`src/rtl/ps2_pkg.sv`:
```
// ----------------------------------------------------------------------------
// ps2_pkg
// Shared types and constants for the PS/2 scan-code receiver.
//   frame_state_e      : device-to-host frame FSM states
//   PS2_BREAK_PREFIX   : F0, announces that the next code is a key release
//   PS2_EXT_PREFIX     : E0, announces that the next code is an extended key
//   KEY_W/A/S/D        : make codes of the game movement keys
//   ps2_odd_parity_ok  : true when data plus parity bit hold an odd number of 1s
// ----------------------------------------------------------------------------
package ps2_pkg;

    typedef enum logic [1:0] {
        IDLE   = 2'd0,
        DATA   = 2'd1,
        PARITY = 2'd2,
        STOP   = 2'd3
    } frame_state_e;

    localparam logic [7:0] PS2_BREAK_PREFIX = 8'hF0;
    localparam logic [7:0] PS2_EXT_PREFIX   = 8'hE0;

    localparam logic [7:0] KEY_W = 8'h1D;
    localparam logic [7:0] KEY_A = 8'h1C;
    localparam logic [7:0] KEY_S = 8'h1B;
    localparam logic [7:0] KEY_D = 8'h23;

    function automatic logic ps2_odd_parity_ok(input logic [7:0] data,
                                               input logic       par);
        return ^{data, par};
    endfunction

endpackage

```
`src/rtl/ps2_scancode_rx_if.sv`:
```
// ----------------------------------------------------------------------------
// ps2_scancode_rx_if
// Bundles the raw PS/2 lines and the decoded scan-code outputs.
//   PS2_CLK, PS2_DAT : raw PS/2 bus, driven by the device (master side)
//   valid            : one-cycle pulse, a complete non-prefix code is ready
//   makeBreak        : 1 = press, 0 = release (held)
//   outCode[7:0]     : scan code (held)
//   extended         : code was preceded by E0 (held)
//   frame_err        : one-cycle pulse on a bad frame or a timeout
// Modports: master = keyboard/driver side, slave = receiver side.
// ----------------------------------------------------------------------------
interface ps2_scancode_rx_if;

    logic       PS2_CLK;
    logic       PS2_DAT;
    logic       valid;
    logic       makeBreak;
    logic [7:0] outCode;
    logic       extended;
    logic       frame_err;

    modport master (
        output PS2_CLK, PS2_DAT,
        input  valid, makeBreak, outCode, extended, frame_err
    );

    modport slave (
        input  PS2_CLK, PS2_DAT,
        output valid, makeBreak, outCode, extended, frame_err
    );

endinterface

```
`src/rtl/ps2_frame_rx.sv`:
```
// ----------------------------------------------------------------------------
// ps2_frame_rx
// Synchronises the raw PS/2 lines, detects PS2_CLK falling edges and
// assembles 11-bit device-to-host frames (start, D0..D7, odd parity, stop).
// Optional build macro: PS2_PARITY_CHECK_EN -- when defined a frame with bad
// parity is rejected with frame_err; otherwise the parity bit is ignored.
// Ports:
//   clk, reset   : system clock, asynchronous active-high reset
//   ps2_clk_i    : raw PS/2 clock (asynchronous)
//   ps2_dat_i    : raw PS/2 data (asynchronous)
//   byte_rdy_o   : one-cycle strobe, byte_o holds a good byte
//   byte_o[7:0]  : received byte, valid while byte_rdy_o is high
//   frame_err_o  : one-cycle strobe on bad stop/parity or timeout
//   timeout_o    : one-cycle strobe when a partial frame is aborted
// ----------------------------------------------------------------------------
module ps2_frame_rx
    import ps2_pkg::*;
#(
    parameter int SYNC_STAGES    = 2,       // must be >= 2
    parameter int TIMEOUT_CYCLES = 50000
) (
    input  logic       clk,
    input  logic       reset,
    input  logic       ps2_clk_i,
    input  logic       ps2_dat_i,
    output logic       byte_rdy_o,
    output logic [7:0] byte_o,
    output logic       frame_err_o,
    output logic       timeout_o
);

    localparam int TW = (TIMEOUT_CYCLES > 2) ? $clog2(TIMEOUT_CYCLES) : 1;
    localparam logic [TW-1:0] TIMEOUT_LAST = TW'(TIMEOUT_CYCLES - 1);

    logic [SYNC_STAGES-1:0] clk_sync_q;
    logic [SYNC_STAGES-1:0] dat_sync_q;
    logic                   clk_prev_q;

    frame_state_e state_q;
    logic [2:0]   bit_cnt_q;
    logic [7:0]   shift_q;
    logic         par_q;
    logic [TW-1:0] to_cnt_q;

    logic clk_cur;
    logic dat_cur;
    logic fall;
    logic timeout;
    logic parity_good;
    logic stop_seen;

    // Synchronizers idle at 1 so reset never fabricates a falling edge.
    always_ff @(posedge clk or posedge reset) begin
        if (reset) begin
            clk_sync_q <= '1;
            dat_sync_q <= '1;
            clk_prev_q <= 1'b1;
        end else begin
            clk_sync_q <= {clk_sync_q[SYNC_STAGES-2:0], ps2_clk_i};
            dat_sync_q <= {dat_sync_q[SYNC_STAGES-2:0], ps2_dat_i};
            clk_prev_q <= clk_sync_q[SYNC_STAGES-1];
        end
    end

    assign clk_cur = clk_sync_q[SYNC_STAGES-1];
    assign dat_cur = dat_sync_q[SYNC_STAGES-1];
    assign fall    = clk_prev_q & ~clk_cur;

`ifdef PS2_PARITY_CHECK_EN
    assign parity_good = ps2_odd_parity_ok(shift_q, par_q);
`else
    logic parity_unused;
    assign parity_unused = par_q;
    assign parity_good   = 1'b1;
`endif

    // An edge in the same cycle beats the timeout.
    assign timeout   = (state_q != IDLE) && !fall && (to_cnt_q == TIMEOUT_LAST);
    assign stop_seen = fall && (state_q == STOP);

    // Strobes are decoded straight from the edge cycle so the top can
    // register valid exactly one clock after the stop edge.
    assign byte_rdy_o  = stop_seen && dat_cur && parity_good;
    assign frame_err_o = (stop_seen && !(dat_cur && parity_good)) || timeout;
    assign timeout_o   = timeout;
    assign byte_o      = shift_q;

    always_ff @(posedge clk or posedge reset) begin
        if (reset) begin
            state_q   <= IDLE;
            bit_cnt_q <= '0;
            shift_q   <= '0;
            par_q     <= 1'b0;
            to_cnt_q  <= '0;
        end else begin
            if (state_q == IDLE || fall) begin
                to_cnt_q <= '0;
            end else begin
                to_cnt_q <= to_cnt_q + 1'b1;
            end

            if (timeout) begin
                state_q <= IDLE;
            end else if (fall) begin
                case (state_q)
                    IDLE: begin
                        // A high level here is a glitch, not a start bit.
                        if (!dat_cur) begin
                            state_q   <= DATA;
                            bit_cnt_q <= '0;
                        end
                    end
                    DATA: begin
                        // LSB arrives first, so shifting in at the top
                        // leaves D0 in bit 0 after eight bits.
                        shift_q   <= {dat_cur, shift_q[7:1]};
                        bit_cnt_q <= bit_cnt_q + 1'b1;
                        if (bit_cnt_q == 3'd7) begin
                            state_q <= PARITY;
                        end
                    end
                    PARITY: begin
                        par_q   <= dat_cur;
                        state_q <= STOP;
                    end
                    STOP: begin
                        state_q <= IDLE;
                    end
                    default: state_q <= IDLE;
                endcase
            end
        end
    end

endmodule

```
`src/rtl/ps2_scancode_rx.sv`:
```
// ----------------------------------------------------------------------------
// ps2_scancode_rx
// Receives PS/2 keyboard frames and folds the F0 (break) and E0 (extended)
// prefixes into the following code. Emits a one-cycle valid pulse together
// with held outCode / makeBreak / extended values.
// Optional build macro: PS2_PARITY_CHECK_EN (parity checking in ps2_frame_rx).
// Ports:
//   clk   : system clock
//   reset : asynchronous active-high reset
//   ps2   : ps2_scancode_rx_if.slave (PS2_CLK/PS2_DAT in; valid, makeBreak,
//           outCode, extended, frame_err out)
// ----------------------------------------------------------------------------
module ps2_scancode_rx
    import ps2_pkg::*;
#(
    parameter int SYNC_STAGES    = 2,
    parameter int TIMEOUT_CYCLES = 50000
) (
    input  logic              clk,
    input  logic              reset,
    ps2_scancode_rx_if.slave  ps2
);

    logic       byte_rdy;
    logic [7:0] rx_byte;
    logic       rx_err;
    logic       rx_timeout;

    logic       valid_q;
    logic       make_break_q;
    logic [7:0] out_code_q;
    logic       extended_q;
    logic       frame_err_q;
    logic       brk_pend_q;
    logic       ext_pend_q;

    ps2_frame_rx #(
        .SYNC_STAGES    (SYNC_STAGES),
        .TIMEOUT_CYCLES (TIMEOUT_CYCLES)
    ) u_frame (
        .clk         (clk),
        .reset       (reset),
        .ps2_clk_i   (ps2.PS2_CLK),
        .ps2_dat_i   (ps2.PS2_DAT),
        .byte_rdy_o  (byte_rdy),
        .byte_o      (rx_byte),
        .frame_err_o (rx_err),
        .timeout_o   (rx_timeout)
    );

    always_ff @(posedge clk or posedge reset) begin
        if (reset) begin
            valid_q      <= 1'b0;
            make_break_q <= 1'b0;
            out_code_q   <= '0;
            extended_q   <= 1'b0;
            frame_err_q  <= 1'b0;
            brk_pend_q   <= 1'b0;
            ext_pend_q   <= 1'b0;
        end else begin
            valid_q     <= 1'b0;
            frame_err_q <= rx_err;

            // A timeout leaves the prefix sequence in doubt, so drop it.
            // Bad stop/parity frames keep pending prefixes.
            if (rx_timeout) begin
                brk_pend_q <= 1'b0;
                ext_pend_q <= 1'b0;
            end

            if (byte_rdy) begin
                case (rx_byte)
                    PS2_BREAK_PREFIX: brk_pend_q <= 1'b1;
                    PS2_EXT_PREFIX:   ext_pend_q <= 1'b1;
                    default: begin
                        valid_q      <= 1'b1;
                        out_code_q   <= rx_byte;
                        make_break_q <= ~brk_pend_q;
                        extended_q   <= ext_pend_q;
                        brk_pend_q   <= 1'b0;
                        ext_pend_q   <= 1'b0;
                    end
                endcase
            end
        end
    end

    assign ps2.valid     = valid_q;
    assign ps2.makeBreak = make_break_q;
    assign ps2.outCode   = out_code_q;
    assign ps2.extended  = extended_q;
    assign ps2.frame_err = frame_err_q;

endmodule

```
`src/flat_wrapper.sv`:
```
// flat-port wrapper written by rule: the top's interface ports become plain ports
module ps2_scancode_rx_flat import ps2_pkg::*;
#(
    parameter int SYNC_STAGES    = 2,
    parameter int TIMEOUT_CYCLES = 50000
)
  (clk, reset, ps2_PS2_CLK, ps2_PS2_DAT, ps2_valid, ps2_makeBreak, ps2_outCode, ps2_extended, ps2_frame_err);
  ps2_scancode_rx_if ps2_i ();
  input  logic clk;
  input  logic reset;
  input wire logic [$bits(ps2_i.PS2_CLK)-1:0] ps2_PS2_CLK;
  input wire logic [$bits(ps2_i.PS2_DAT)-1:0] ps2_PS2_DAT;
  output wire logic [$bits(ps2_i.valid)-1:0] ps2_valid;
  output wire logic [$bits(ps2_i.makeBreak)-1:0] ps2_makeBreak;
  output wire logic [$bits(ps2_i.outCode)-1:0] ps2_outCode;
  output wire logic [$bits(ps2_i.extended)-1:0] ps2_extended;
  output wire logic [$bits(ps2_i.frame_err)-1:0] ps2_frame_err;
  assign ps2_i.PS2_CLK = ps2_PS2_CLK;
  assign ps2_i.PS2_DAT = ps2_PS2_DAT;
  assign ps2_valid = ps2_i.valid;
  assign ps2_makeBreak = ps2_i.makeBreak;
  assign ps2_outCode = ps2_i.outCode;
  assign ps2_extended = ps2_i.extended;
  assign ps2_frame_err = ps2_i.frame_err;
  ps2_scancode_rx #(.SYNC_STAGES(SYNC_STAGES), .TIMEOUT_CYCLES(TIMEOUT_CYCLES)) u_core (.clk(clk), .reset(reset), .ps2(ps2_i));
endmodule
```
`config.mk`:
```
export PLATFORM = sky130hd
export DESIGN_NAME = ps2_scancode_rx_flat
export DESIGN_NICKNAME = d
export VERILOG_FILES = /design/src/rtl/ps2_pkg.sv /design/src/rtl/ps2_scancode_rx_if.sv /design/src/rtl/ps2_frame_rx.sv /design/src/rtl/ps2_scancode_rx.sv /design/src/flat_wrapper.sv
export SDC_FILE = /design/constraint.sdc
export NUM_CORES = 1
export LEC_CHECK = 0
export CAP_MARGIN = 20
export CORE_MARGIN = 5
export CORE_UTILIZATION = 45
export CTS_CLUSTER_SIZE = 12
export DETAILED_ROUTE_END_ITERATION = 6
export HOLD_SLACK_MARGIN = 0.02
export PLACE_DENSITY = 0.66
export SYNTH_ARGS = -nofsm -noshare
export SYNTH_HDL_FRONTEND = slang
export SYNTH_SLANG_ARGS = --single-unit
```
`constraint.sdc`:
```
create_clock -name clk -period 1.65 [get_ports clk]
set_input_delay 0.165 -clock clk [delete_from_list [all_inputs] [get_ports clk]]
set_output_delay 0.165 -clock clk [all_outputs]
set_load 0.02 [all_outputs]
```
# Yosys cells after proc, flatten, opt, wreduce, memory -nomap -nowiden
# Index checks and enable logic that the tools add are counted.
[op_classes]
shifts = 0
magnitude_cmp = 0
bitwise_logic = 5
n_reduce_logical = 18
addsub = 2
n_div = 0
n_eq_ne = 10
mul = 0
muxes = 16
[op_table]
columns = ["op", "n"]
rows = [
  ["adder 16 x 1 -> 16 bit (second input constant)", 1],
  ["equality test 16 bit (second input constant)", 1],
  ["equality test 8 bit (second input constant)", 2],
  ["two-way mux 16 bit", 1],
  ["two-way mux 2 bit", 4],
  ["case mux 2 bit (4 select lines)", 1],
  ["two-way mux 1 bit", 6],
  ["inequality test 3 bit (second input constant)", 2],
  ["case mux 3 bit (2 select lines)", 1],
  ["AND reduction 3 bit", 2],
  ["nonzero test 2 bit", 3],
  ["logical AND 1 bit", 5],
  ["equality test 2 bit (second input constant)", 2],
  ["NOT 1 bit", 4],
  ["case mux 1 bit (2 select lines)", 2],
  ["AND reduction 4 bit", 1],
  ["adder 3 x 1 -> 3 bit (second input constant)", 1],
  ["equality test 3 bit (second input constant)", 1],
  ["two-way mux 3 bit", 1],
  ["equality test 2 x 1 -> 1 bit (second input constant)", 1],
  ["zero test 1 bit", 2],
  ["zero test 2 bit", 1],
  ["logical OR 1 bit", 2],
  ["inequality test 2 bit (second input constant)", 1],
  ["3 further kinds", 3],
]
[totals]
romBits = 0
mem_count = 0
latchBits = 0
out_inout_bits = 12
in_bits = 4
elab_cells = 65
ff_bits = 48
mem_bits_rw = 0

# Logic depth before layout (Yosys ltp)
# Gate-level depths: netlist (run 1).
[depth]
word_depth = 8
depth_mapped = 6

# Modules after synthesis
# From an unflattened synthesis (run 1), not the netlist that was laid out.
[hier_totals]
hier_cells = 182
area_unflattened_um2 = 2144.6
[modules_own_cells]
columns = ["module", "area_per_inst_um2", "n_inst", "cells_per_inst", "seq_area_each_um2"]
rows = [
  ["ps2_frame_rx", 1572.8, 1, 140, 857.1],
  ["ps2_scancode_rx", 571.8, 1, 42, 350.3],
]

# Worst setup path after synthesis (run 1)
# No wires, ideal clock.
[synth_timing]
path_kind = "register -> register"
from = "register u_core.u_frame.dat_sync_q[1]"
to = "register u_core.extended_q, in the netlist u_core.ps2.extended"
arrival_time_ns = 1.456
stages_incl_launch_ff = 6
path_buffers = 2
period_less_slack_ns = 1.583
path_slack_ns = 0.067
cell_sequence = "dfstp_2 > clkbuf_2 > nand3_1 > a21oi_2 > buf_6 > mux2_1"
[synth_between]
elab_chain_cells = 2
[synth_lines]
columns = ["element", "line_no", "text"]
rows = [
  ["start: declaration", "ps2_frame_rx.sv:36", "logic [SYNC_STAGES-1:0] dat_sync_q;"],
  ["start signal: assignment", "ps2_frame_rx.sv:60", "dat_sync_q <= {dat_sync_q[SYNC_STAGES-2:0], ps2_dat_i};"],
  ["logical AND 1 bit", "ps2_frame_rx.sv:83", "assign byte_rdy_o = stop_seen && dat_cur && parity_good;"],
  ["AND reduction 2 bit (no line)", "--", ""],
  ["end signal: assignment", "ps2_scancode_rx.sv:79", "extended_q <= ext_pend_q;"],
  ["end: declaration", "ps2_scancode_rx.sv:32", "logic extended_q;"],
]
# No other way between the ends.
# A chain may end at the register's enable or synchronous reset.

# Worst setup path after layout (run 1)
[layout_timing]
from = "register u_core.u_frame.clk_prev_q"
to = "register u_core.out_code_q[5], in the netlist u_core.ps2.outCode[5]"
[layout_between]
elab_chain_cells = 4
[layout_lines]
columns = ["element", "line_no", "text"]
rows = [
  ["start: declaration", "ps2_frame_rx.sv:37", "logic clk_prev_q;"],
  ["start signal: assignment", "ps2_frame_rx.sv:61", "clk_prev_q <= clk_sync_q[SYNC_STAGES-1];"],
  ["bitwise AND 1 bit", "ps2_frame_rx.sv:67", "assign fall = clk_prev_q & ~clk_cur;"],
  ["logical AND 1 bit", "ps2_frame_rx.sv:79", "assign stop_seen = fall && (state_q == STOP);"],
  ["logical AND 1 bit", "ps2_frame_rx.sv:83", ""],
  ["AND reduction 2 bit (no line)", "--", ""],
  ["end signal: assignment", "ps2_scancode_rx.sv:77", "out_code_q <= rx_byte;"],
  ["end: declaration", "ps2_scancode_rx.sv:31", "logic [7:0] out_code_q;"],
]
# No other way between the ends.

==> results of run 1 <==
sequential cells by signal (all words and copies together) (netlist names), 2 cells and up:
name,count
u_core.u_frame.clk_sync_q,2
u_core.u_frame.to_cnt_q,16
u_core.u_frame.bit_cnt_q,3
u_core.u_frame.dat_sync_q,2
u_core.u_frame.byte_o,8
u_core.u_frame.state_q,2
u_core.ps2.outCode,8
timing repair:
| item | CTS | global route |
|---|---|---|
| resized for setup | 0 | 8 |
| setup buffers | 0 | 3 |
| endpoints found under the setup margin | 0 | 18 |
per-stage QoR:
step	hold slack, ps	std cells	worst slack, ps	setup TNS, ps
2_1_floorplan	169	189	66.7	0
3_3_place_gp	348	274	93.7	0
4_1_cts	142	282	12.4	0
3_5_place_dp	349	274	30.0	0
5_1_grt	157	286	-28.4	-108
6_report	146	286	65.8	0
synth_stat cells, drive strengths merged, types with 5 or more instances:
| library cell | n | area (um2) |
|---|---|---|
| ha | 8 | 100 |
| inv | 8 | 30.0 |
| xnor2 | 6 | 52.6 |
| nand3 | 10 | 50.1 |
| buf | 5 | 37.5 |
| dfstp | 5 | 131 |
| nand2 | 15 | 56.3 |
| mux2 | 15 | 169 |
| nor2 | 15 | 58.8 |
| dfrtp | 43 | 1080 |
| o21ai | 7 | 35.0 |
| a21oi | 8 | 43.8 |
| nand4 | 7 | 50.1 |
worst max-delay path by stage:
stage                                      start                     to  slack [ps]  cells past startpoint
finish                 u_core.u_frame.clk_prev_q  u_core.ps2.outCode[5]          70                      5
global route           u_core.u_frame.clk_prev_q  u_core.ps2.outCode[5]         -30                      5
CTS                    u_core.u_frame.clk_prev_q  u_core.ps2.outCode[0]          10                      5
detailed placement     u_core.u_frame.clk_prev_q  u_core.ps2.outCode[0]          30                      5
global placement       u_core.u_frame.clk_prev_q  u_core.ps2.outCode[1]          90                      5
floorplan           u_core.u_frame.dat_sync_q[1]    u_core.ps2.extended          70                      5
cell usage in the layout (no fill, tap or decap), types with 3 or more instances in the layout:
cell and instances:
clkdlybuf4s50_1 15, mux2_2 11, xnor2_1 6, nand3_1 9
nand4_1 6, dfstp_2 5, xor2_1 4, nor2_1 14
o22a_1 4, a21oi_1 7, ha_1 6, clkbuf_8 6
dfrtp_1 43, mux2_1 4, buf_4 10, inv_1 7
or3_1 3, o21ai_0 5, nand2_1 13
final cells by class:
| class | instances | area (um2) | area share, % |
|---|---|---|---|
| well taps | 67 | 83.8 | 3.18 |
| multi-input cells | 127 | 961 | 36.5 |
| clock buffers | 8 | 90.1 | 3.42 |
| repair buffers | 28 | 262 | 9.93 |
| inverters | 8 | 30.0 | 1.14 |
| flip-flops and latches | 48 | 1210 | 45.8 |
metal layers:
layer	wire [um]	vias up	track usage [%]
li1	-	722	-
met1	1760	755	18.0
met2	2100	26	23.0
met3	144	6	3.81
met4	44	0	4.73
met5	0	-	0
logic make-up (layout without fill, tap and decap cells):
logic type	after synthesis	count (layout)	share of synthesized area, %
compound gates	26	26	7.65
xor+xnor	10	10	3.97
fa+ha+maj	8	8	4.53
buf+inv	14	44	3.29
flops	48	48	54.7
mux	17	17	8.56
simple gates	66	66	17.3
power by group:
group	leakage [nW]	internal, W	switching, W
clock network	0.0455	0.000342	0.000356
registers	0.619	0.00145	0.000242
logic	0.501	0.000555	0.000593
total	1.17	0.00234	0.00119
worst max-delay path, cell delays in order, from the launching register on:
cell and delay [ps]:
dfstp_2 520, nor2b_4 170, nand3_2 120, a21oi_4 170
buf_2 170, mux2_1 320
==> reports/qor.txt, run 1 <==
Final Critical Period - 1580 ps
Hold-fix buffers, CTS - 0
Vias in the first global route - 1506
Worst slew margin - 73.1%
Clock Tree Root - clkbuf_8
Antenna diode count - 0
Sequential-to-total area share from yosys stat - 54.7%
Rows - 25
Final setup vio count - 0
Kind of critical path - reg2reg
Fin. Hold Viols - 0
Synth Register Bits - 48
H-tree Lvls - 2
Library cells used by synthesis - 44
Total core area - 4750 um2
Maxcap violations - 0
Initial antenna violation count - 0
Clock Skew - 5.54 ps
Avg WL per Cell - 14.1 um
Final wirelength - 4040 um
Worst min-delay path category - in2async
Post-synth EDFFs - 0
TritonCTS Buffers - 5
Area grow syn2layout - 19.3%
CP Data Required Time - 1830 ps
DR iter-0 viols - 93
Pwr/cell area - 1340 nW/um2
Core Util, Final - 55.4%
Chip Width - 80.1 um
Reg-to-reg startpoint - u_core.u_frame.clk_prev_q
Design Power - 0.00353 W
Period utilization - 96.0%
CP Capture Type - flop
Critical path fanouts, max - 4
Synth async-reset ratio - 100%
Ys flop type - dfrtp_1
I/O pin total - 16
Status - completed
Port bufs - 15
ANT nets after route - 0
Worst-path clk slew - 80 ps
Via count - 1509
Gr usage total - 14.1%
Largest net degree at the start of global routing - 35
Final GP Congestion - 0.820
Worst-margin pin slew - 403 ps
Vias per inst - 5.28
Fillers - 424
Final #Nets - 230
Max frequency - 631 MHz
Final Max Tran Viols - 0
Clk_lat worst skew - 290 ps
DRC Markers - 0
Syn_nets - 201
WP data arrival - 1770 ps
Leakage power - 1.17 nW
Share of layout cells above drive strength 1 - 23.7%
DP Area - 2480 um2
CTS tree - built
Initial core utilization - 46.4%
Die H - 80.1 um
FF-to-FF path depth - 5
Detailed Place HPWL - 2900 um
Synthesized netlist cell count - 189
Synthesized area per cell - 11.7 um2
Detailed Routing Iterations Pass 1 - 4
Synthesized cell area - 2210 um2
Grt ovf - 0
R2R setup slack - 70 ps
Die area - 6410 um2
Yosys warns - 0
CTS sink cnt - 48
First-pass GRT wire length - 7070 um
VDD IR-drop max - 0.672 mV
Crit start category - flop
Deepest clock path buffer count - 2
Final instance area - 2630 um2
R2r endpoint - u_core.ps2.outCode[5]
Note: power is estimated with default switching activity, not from simulation.
==> run 2, diff against run 1 <==
--- a/config.mk
+++ b/config.mk
@@ -5,7 +5,9 @@
 export SDC_FILE = /design/constraint.sdc
 export NUM_CORES = 1
 export LEC_CHECK = 0
+export ABC_AREA = 1
 export CAP_MARGIN = 20
+export CORE_ASPECT_RATIO = 0.75
 export CORE_MARGIN = 5
 export CORE_UTILIZATION = 45
 export CTS_CLUSTER_SIZE = 12
==> run 2 against run 1 <==
Critical path depth is 5 higher. Utilization down 1.7 points. Clock skew is 2.2 ps higher. Synthesized cell count is 27% higher. Cell count up 15%. First-iteration DRC count is 44% higher. Clock power up 18%. Via count rose by 3.6%. Die area is 0.77% lower. Combinational power is 21% lower. Critical endpoint is now u_core.u_frame.state_q[0]. Largest cell class unchanged.
==> reports/qor.txt, run 2 <==
Status - completed
Hold Slack - 157 ps (+10.5 ps)
Worst-path clk slew - 80 ps (about the same)
WP data arrival - 1710 ps (-60 ps)
Top-count cell post-synth - nand2_1
Clock share of power - 25.4% (+5.6 points)
Max reg flops - 16 (unchanged)
DR iter-0 viols - 134 (+44%)
Reg area - 1210 um2 (unchanged)
Commonest non-fill, non-tap cell in the layout - nand2_1
Die area - 6360 um2 (-0.77%)
Most frequent cells in the layout - nand2_1, dfrtp_1, inv_1
Area leader, netlist - dfrtp_1
Crit path buffers/inverters - 2 (+1)
I/O pin total - 16 (unchanged)
Pwr/cell area - 1260 nW/um2 (-5.8%)
CP Data Required Time - 1840 ps (about the same)
Synth Area in Adders - 4.58% (+0.052 points)
First-pass GRT wire length - 6780 um (-4.1%)
Combinational Power Share - 27.8% (-4.7 points)
Hold-fix buffers, CTS - 0 (unchanged)
Via count - 1564 (+3.6%)
Final wirelength - 3780 um (-6.7%)
Area grow syn2layout - 17.9%
Final Max Tran Viols - 0 (unchanged)
Final GP Congestion - 0.786 (-4.2%)
ANT nets after route - 0 (unchanged)
Critical Path, Cell by Cell - inv_1 > ha_1 > inv_1 > nand2_2 > nor2_1 > nand3_2 > nand2_1 > nand2_1 > nand2_1 > nand2_1
Final Critical Period - 1520 ps (-61.3 ps)
Antenna diode count - 0 (unchanged)
Top reg by flops - u_core.u_frame.to_cnt_q
Worst min-delay path category - in2async
Sequential-to-total area share from yosys stat - 55.3% (+0.63 points)
CP Capture Type - flop
Library cells used by synthesis - 26 (-41%)
XOR/XNOR Fraction of Synth Area - 0.802% (-3.2 points)
Avg WL per Cell - 11.5 um (-19%)
Die H - 70.3 um (-12%)
Initial core utilization - 45.6% (-0.86 points)
Final WS setup - 127 ps (+61.3 ps)
Psw - 0.00103 W (-13%)
Yosys warns - 0 (unchanged)
Synth top area share - 49.3% (+0.56 points)
Maxcap violations - 0 (unchanged)
Delay-heaviest family, CP - simple AND/OR/NAND/NOR gates
Share of layout cells above drive strength 1 - 14.9% (-8.9 points)
Mux share of post-synthesis cell area - 0% (-8.6 points)
H-tree Lvls - 2 (unchanged)
Worst-margin pin slew - 376 ps (-26.5 ps)
CTS tree - built
Critical path's largest stage delay - 420 ps (-100 ps)
Complex-gate fraction of the synthesized area - 10.5% (+2.9 points)
Setup tns final - 0 ps (unchanged)
VDD IR-drop max - 0.666 mV (-0.83%)
Ys flop type - dfrtp_1
Vias per inst - 4.75 (-9.9%)
Core Util, Final - 53.7% (-1.7 points)
Synth async-reset ratio - 100% (unchanged)
Clock Skew - 7.76 ps (+2.22 ps)
Fillers - 439 (+3.5%)
Fin. Hold Viols - 0 (unchanged)
Largest net degree at the start of global routing - 33 (-5.7%)
Detailed Place HPWL - 2730 um (-5.9%)
Gr usage total - 13.2% (-0.91 points)
Post-synth EDFFs - 0 (unchanged)
Final #Nets - 280 (+22%)
Cell mode on critical path - nand2_1
Port bufs - 15 (unchanged)
Critical-path top delay cell - dfrtp_1
Clk_lat worst skew - 300 ps (about the same)
Synth Area in Simple Gates - 21.4% (+4.0 points)
Syn_nets - 252 (+25%)
Grt ovf - 0 (unchanged)
Synthesized area per cell - 9.10 um2 (-22%)
Post-synth top cells - nand2_1, dfrtp_1, inv_1
Synth area leaders - dfrtp_1, nand2_1, dfstp_2
Vias in the first global route - 1429 (-5.1%)
Sequential power share - 46.8% (-1.0 points)
TritonCTS Buffers - 5 (unchanged)
Net Sw Frac - 31.7% (-2.0 points)
Crit start category - flop
DRC Markers - 0 (unchanged)
Final setup vio count - 0 (unchanged)
Leakage power - 1.22 nW (+4.4%)
P_int - 0.00222 W (-5.2%)
Period utilization - 92.3% (-3.7 points)
Total core area - 4790 um2 (+0.74%)
Max frequency - 657 MHz (+4.0%)
Critical path fanouts, max - 6 (+2)
CTS sink cnt - 48 (unchanged)
Clock Tree Root - clkbuf_8
Deepest clock path buffer count - 2 (unchanged)
Kind of critical path - reg2reg
Detailed Routing Iterations Pass 1 - 5 (+1)
Synthesized netlist cell count - 240 (+27%)
Post-placement setup slack - 121 ps (+90.5 ps)
Synth Register Bits - 48 (unchanged)
Chip Width - 90.4 um (+13%)
Rows - 22 (-12%)
Main combinational cell family by area after synthesis - simple AND/OR/NAND/NOR gates
Initial antenna violation count - 0 (unchanged)
Multi-input gate area - 820 um2 (-15%)
Worst slew margin - 74.9% (+1.8 points)
Synthesized cell area - 2180 um2 (-1.1%)
[run 2: changes by cell type in the layout (fill, tap and decap cells not counted), moves of 6 or more]
cell and change:
nand2_1 +39, inv_1 +25, o21ai_0 +14, mux2_2 -11
nor2_1 +7, xnor2_1 -6
[run 2: worst register-to-register path: cells and delay by family, from the launching register on]
family / cells / cell delay [ps]
fa+ha+maj: 1 / 220
simple gates: 7 / 590
buf+inv: 2 / 180
flops: 1 / 420
[run 2: timing repair]
| item | in CTS | in global routing |
|---|---|---|
| setup buffers | 0 | 4 |
| gates resized for setup | 0 | 1 |
| endpoints found under the setup margin | 0 | 2 |
[run 2: area by class of cell]
cell class | instances | share of cell area [%]
clock buffer | 6 | 2.82
tap | 60 | 2.92
sequential | 48 | 46.9
multi-input combinational | 154 | 31.8
inverter | 35 | 5.20
timing repair buffer | 24 | 8.95
clock inverter | 2 | 1.36
[run 2: layer usage]
layer | part of all wire, % | global-route usage, % | up-vias | wire [um]
met2 | 39 | 17.9 | 24 | 1490
met1 | 55 | 19.8 | 718 | 2080
li1 | - | - | 820 | -
met3 | 4.6 | 3.55 | 2 | 173
met5 | 0 | 0 | - | 0
met4 | 0.72 | 4.96 | 0 | 27
[run 2: cells by family after synthesis]
family          count (synthesis)
compound gates                 42
flops                          48
xor+xnor                        2
fa+ha+maj                       8
buf+inv                        38
simple gates                  102
[run 2: worst paths after layout]
kind                                              start                           end  slack (ps)  depth (start not counted)
setup / recovery              u_core.u_frame.state_q[0]     u_core.u_frame.state_q[0]         130                         10
hold / removal                                    reset    u_core.u_frame.to_cnt_q[3]         160                          2
setup reg to reg              u_core.u_frame.state_q[0]     u_core.u_frame.state_q[0]         130                         10
hold reg to reg            u_core.u_frame.dat_sync_q[0]  u_core.u_frame.dat_sync_q[1]         360                          0
max in group asynchronous                         reset   u_core.u_frame.to_cnt_q[15]        1000                          3
min in group clk                            ps2_PS2_DAT  u_core.u_frame.dat_sync_q[0]         270                          1
[run 2: through the flow]
stage / total power [W] / instance area (um2) / std cells
after floorplan: 0.00208 / 2180 / 240
after global placement: 0.00237 / 2430 / 317
after detailed placement: 0.00238 / 2430 / 317
after CTS: 0.00322 / 2540 / 325
after global routing: 0.00349 / 2570 / 329
final: 0.00326 / 2570 / 329
[run 2: power groups by stage]
stage	sequential [W]	combinational [W]	clock, W
3_5_place_dp	0.00155	0.000828	0
2_1_floorplan	0.00159	0.000488	0
5_1_grt	0.00155	0.00103	0.000905
4_1_cts	0.00153	0.000837	0.000853
3_3_place_gp	0.00154	0.000826	0
6_report	0.00152	0.000903	0.000827
==> patch, RTL diff (settings of run 1) <==
`SYNC_STAGES` is set to 2 in 3 places; all go to 4.
--- a/src/rtl/ps2_frame_rx.sv
+++ b/src/rtl/ps2_frame_rx.sv
@@ -16,7 +16,7 @@
 module ps2_frame_rx
     import ps2_pkg::*;
 #(
-    parameter int SYNC_STAGES    = 2,       // must be >= 2
+    parameter int SYNC_STAGES    = 4,       // must be >= 2
     parameter int TIMEOUT_CYCLES = 50000
 ) (
     input  logic       clk,
--- a/src/rtl/ps2_scancode_rx.sv
+++ b/src/rtl/ps2_scancode_rx.sv
@@ -13,7 +13,7 @@
 module ps2_scancode_rx
     import ps2_pkg::*;
 #(
-    parameter int SYNC_STAGES    = 2,
+    parameter int SYNC_STAGES    = 4,
     parameter int TIMEOUT_CYCLES = 50000
 ) (
     input  logic              clk,
--- a/src/flat_wrapper.sv
+++ b/src/flat_wrapper.sv
@@ -1,7 +1,7 @@
 // flat-port wrapper written by rule: the top's interface ports become plain ports
 module ps2_scancode_rx_flat import ps2_pkg::*;
 #(
-    parameter int SYNC_STAGES    = 2,
+    parameter int SYNC_STAGES    = 4,
     parameter int TIMEOUT_CYCLES = 50000
 )
   (clk, reset, ps2_PS2_CLK, ps2_PS2_DAT, ps2_valid, ps2_makeBreak, ps2_outCode, ps2_extended, ps2_frame_err);
Function: no difference found for any inputs over 10 cycles, from zero or initial values and one cycle with reset high; that may be too few to reach the edited logic, so the function may still have changed.
==> patch against run 1 <==
  * Maximum frequency increased by 1.5%
  * Critical endpoint is now u_core.ps2.outCode[0]$_DFFE_PP0P_
  * First-iteration DRC count down 38%
  * Via count grew 0.73%
  * Design area rose by 5.1%
  * Critical path depth is the same
  * Sequential cell count rose by 4
  * Routed wire length increased by 4.0%
  * Synthesized area up 0.45%
  * Power is 1.5% higher
  * Setup slack better by 0.023 ns
==> patch: results (changes against run 1) <==
[power]
clock_power_mw = 0.699  ; about the same
vdd_ir_drop_max_uv = 702  ; +4.4%
p_seq_mw = 1.77  ; +5%
p_leak_nw = 1.22  ; +4.9%

[logic_synthesis]
synth-adder-area-share_pct = 4.51  ; -0.020 points
synth_area_leaders = dfrtp_1 49%, dfstp_2 11%, mux2_2 7.6%
synth-compound-area-share_pct = 6.94  ; -0.71 points
synthCells = 184  ; -2.6%
synth_cell_types = 39  ; -11%
synth-edff-count = 0  ; unchanged
yosysSeqAreaShare_pct = 59.2  ; +4.5 points
yosys-top-cells-count = 43 x dfrtp_1, 19 x nor2_1, 15 x mux2_2, 11 x nand2_1
synth_top_cell_area_share_pct = 48.5  ; -0.22 points

[cells_and_area]
final_util_pct = 58.2  ; +2.8 points
buffer_area_share_pct = 12.7  ; +2.7 points
buffers = 40  ; +43%
nMultiInputCombCells = 120  ; -5.5%
drive_above_1_share_pct = 31.1  ; +7.4 points
nNetsFinal = 239  ; +3.9%
layout-area-overhead-vs-synth_pct = 24.8
n_clock_buffer = 6  ; -2
multi_input_area_um2 = 905  ; -5.9%

[outcome]
status = complete, no violations

[placed_design]
dp.cells = 283  ; +3.3%
placed_area_um2 = 2610  ; +5.2%
hpwl_um = 3010  ; +3.9%

[detailed_routing]
routed_wl_um = 4210  ; +4.0%
wl_per_cell_um = 14.3  ; +0.81%
via_per_inst = 5.15  ; -2.3%
drt_iter0_markers = 58  ; -38%

[clock_network]
clkSlewWorstSetupHoldPaths_ns = 0.10  ; +0.02 ns

[worst_setup_path]
cp_max_fo = 5  ; +1
regToRegSetupSlack_ns = 0.09  ; +0.02 ns

[sta]
max_freq_mhz = 640  ; +1.5%
hold_ws_ns = 0.226  ; +0.0797 ns
max-slew-margin-rel_pct = 76.1  ; +3.0 points
skew_ns = 0.00939  ; +0.00384 ns

[grt]
grt_pass1_vias = 1560  ; +3.6%
grt_pass1_wl_um = 7270  ; +2.8%
grt_max_degree = 53  ; +51%

==> patch: cell types whose count changed after synthesis, moves of 4 or more <==
cell,change
dfstp_2,+4
mux2_1,-4
mux2_2,+4
nand2_1,-4
nand3_1,-5
nor2_1,+5
==> patch: repair_timing <==
| item | 4_1_cts | 5_1_grt |
|---|---|---|
| hold buffers | 0 | 0 |
| endpoints found under the hold margin | 0 | 0 |
| gates cloned | 0 | 0 |
| buffers inserted | 0 | 4 |
| endpoints found under the setup margin | 2 | 11 |
| gates resized for setup | 2 | 8 |
| pin swaps | 0 | 3 |
==> patch: layer usage <==
layer | vias up | part of all wire, % | routed length, µm | GRT usage, %
met5 | - | 0 | 0 | 0
met4 | 0 | 1.5 | 63 | 6.08
met3 | 5 | 2.9 | 124 | 3.92
met2 | 16 | 50 | 2090 | 23.8
met1 | 771 | 46 | 1930 | 18.2
li1 | 728 | - | - | -
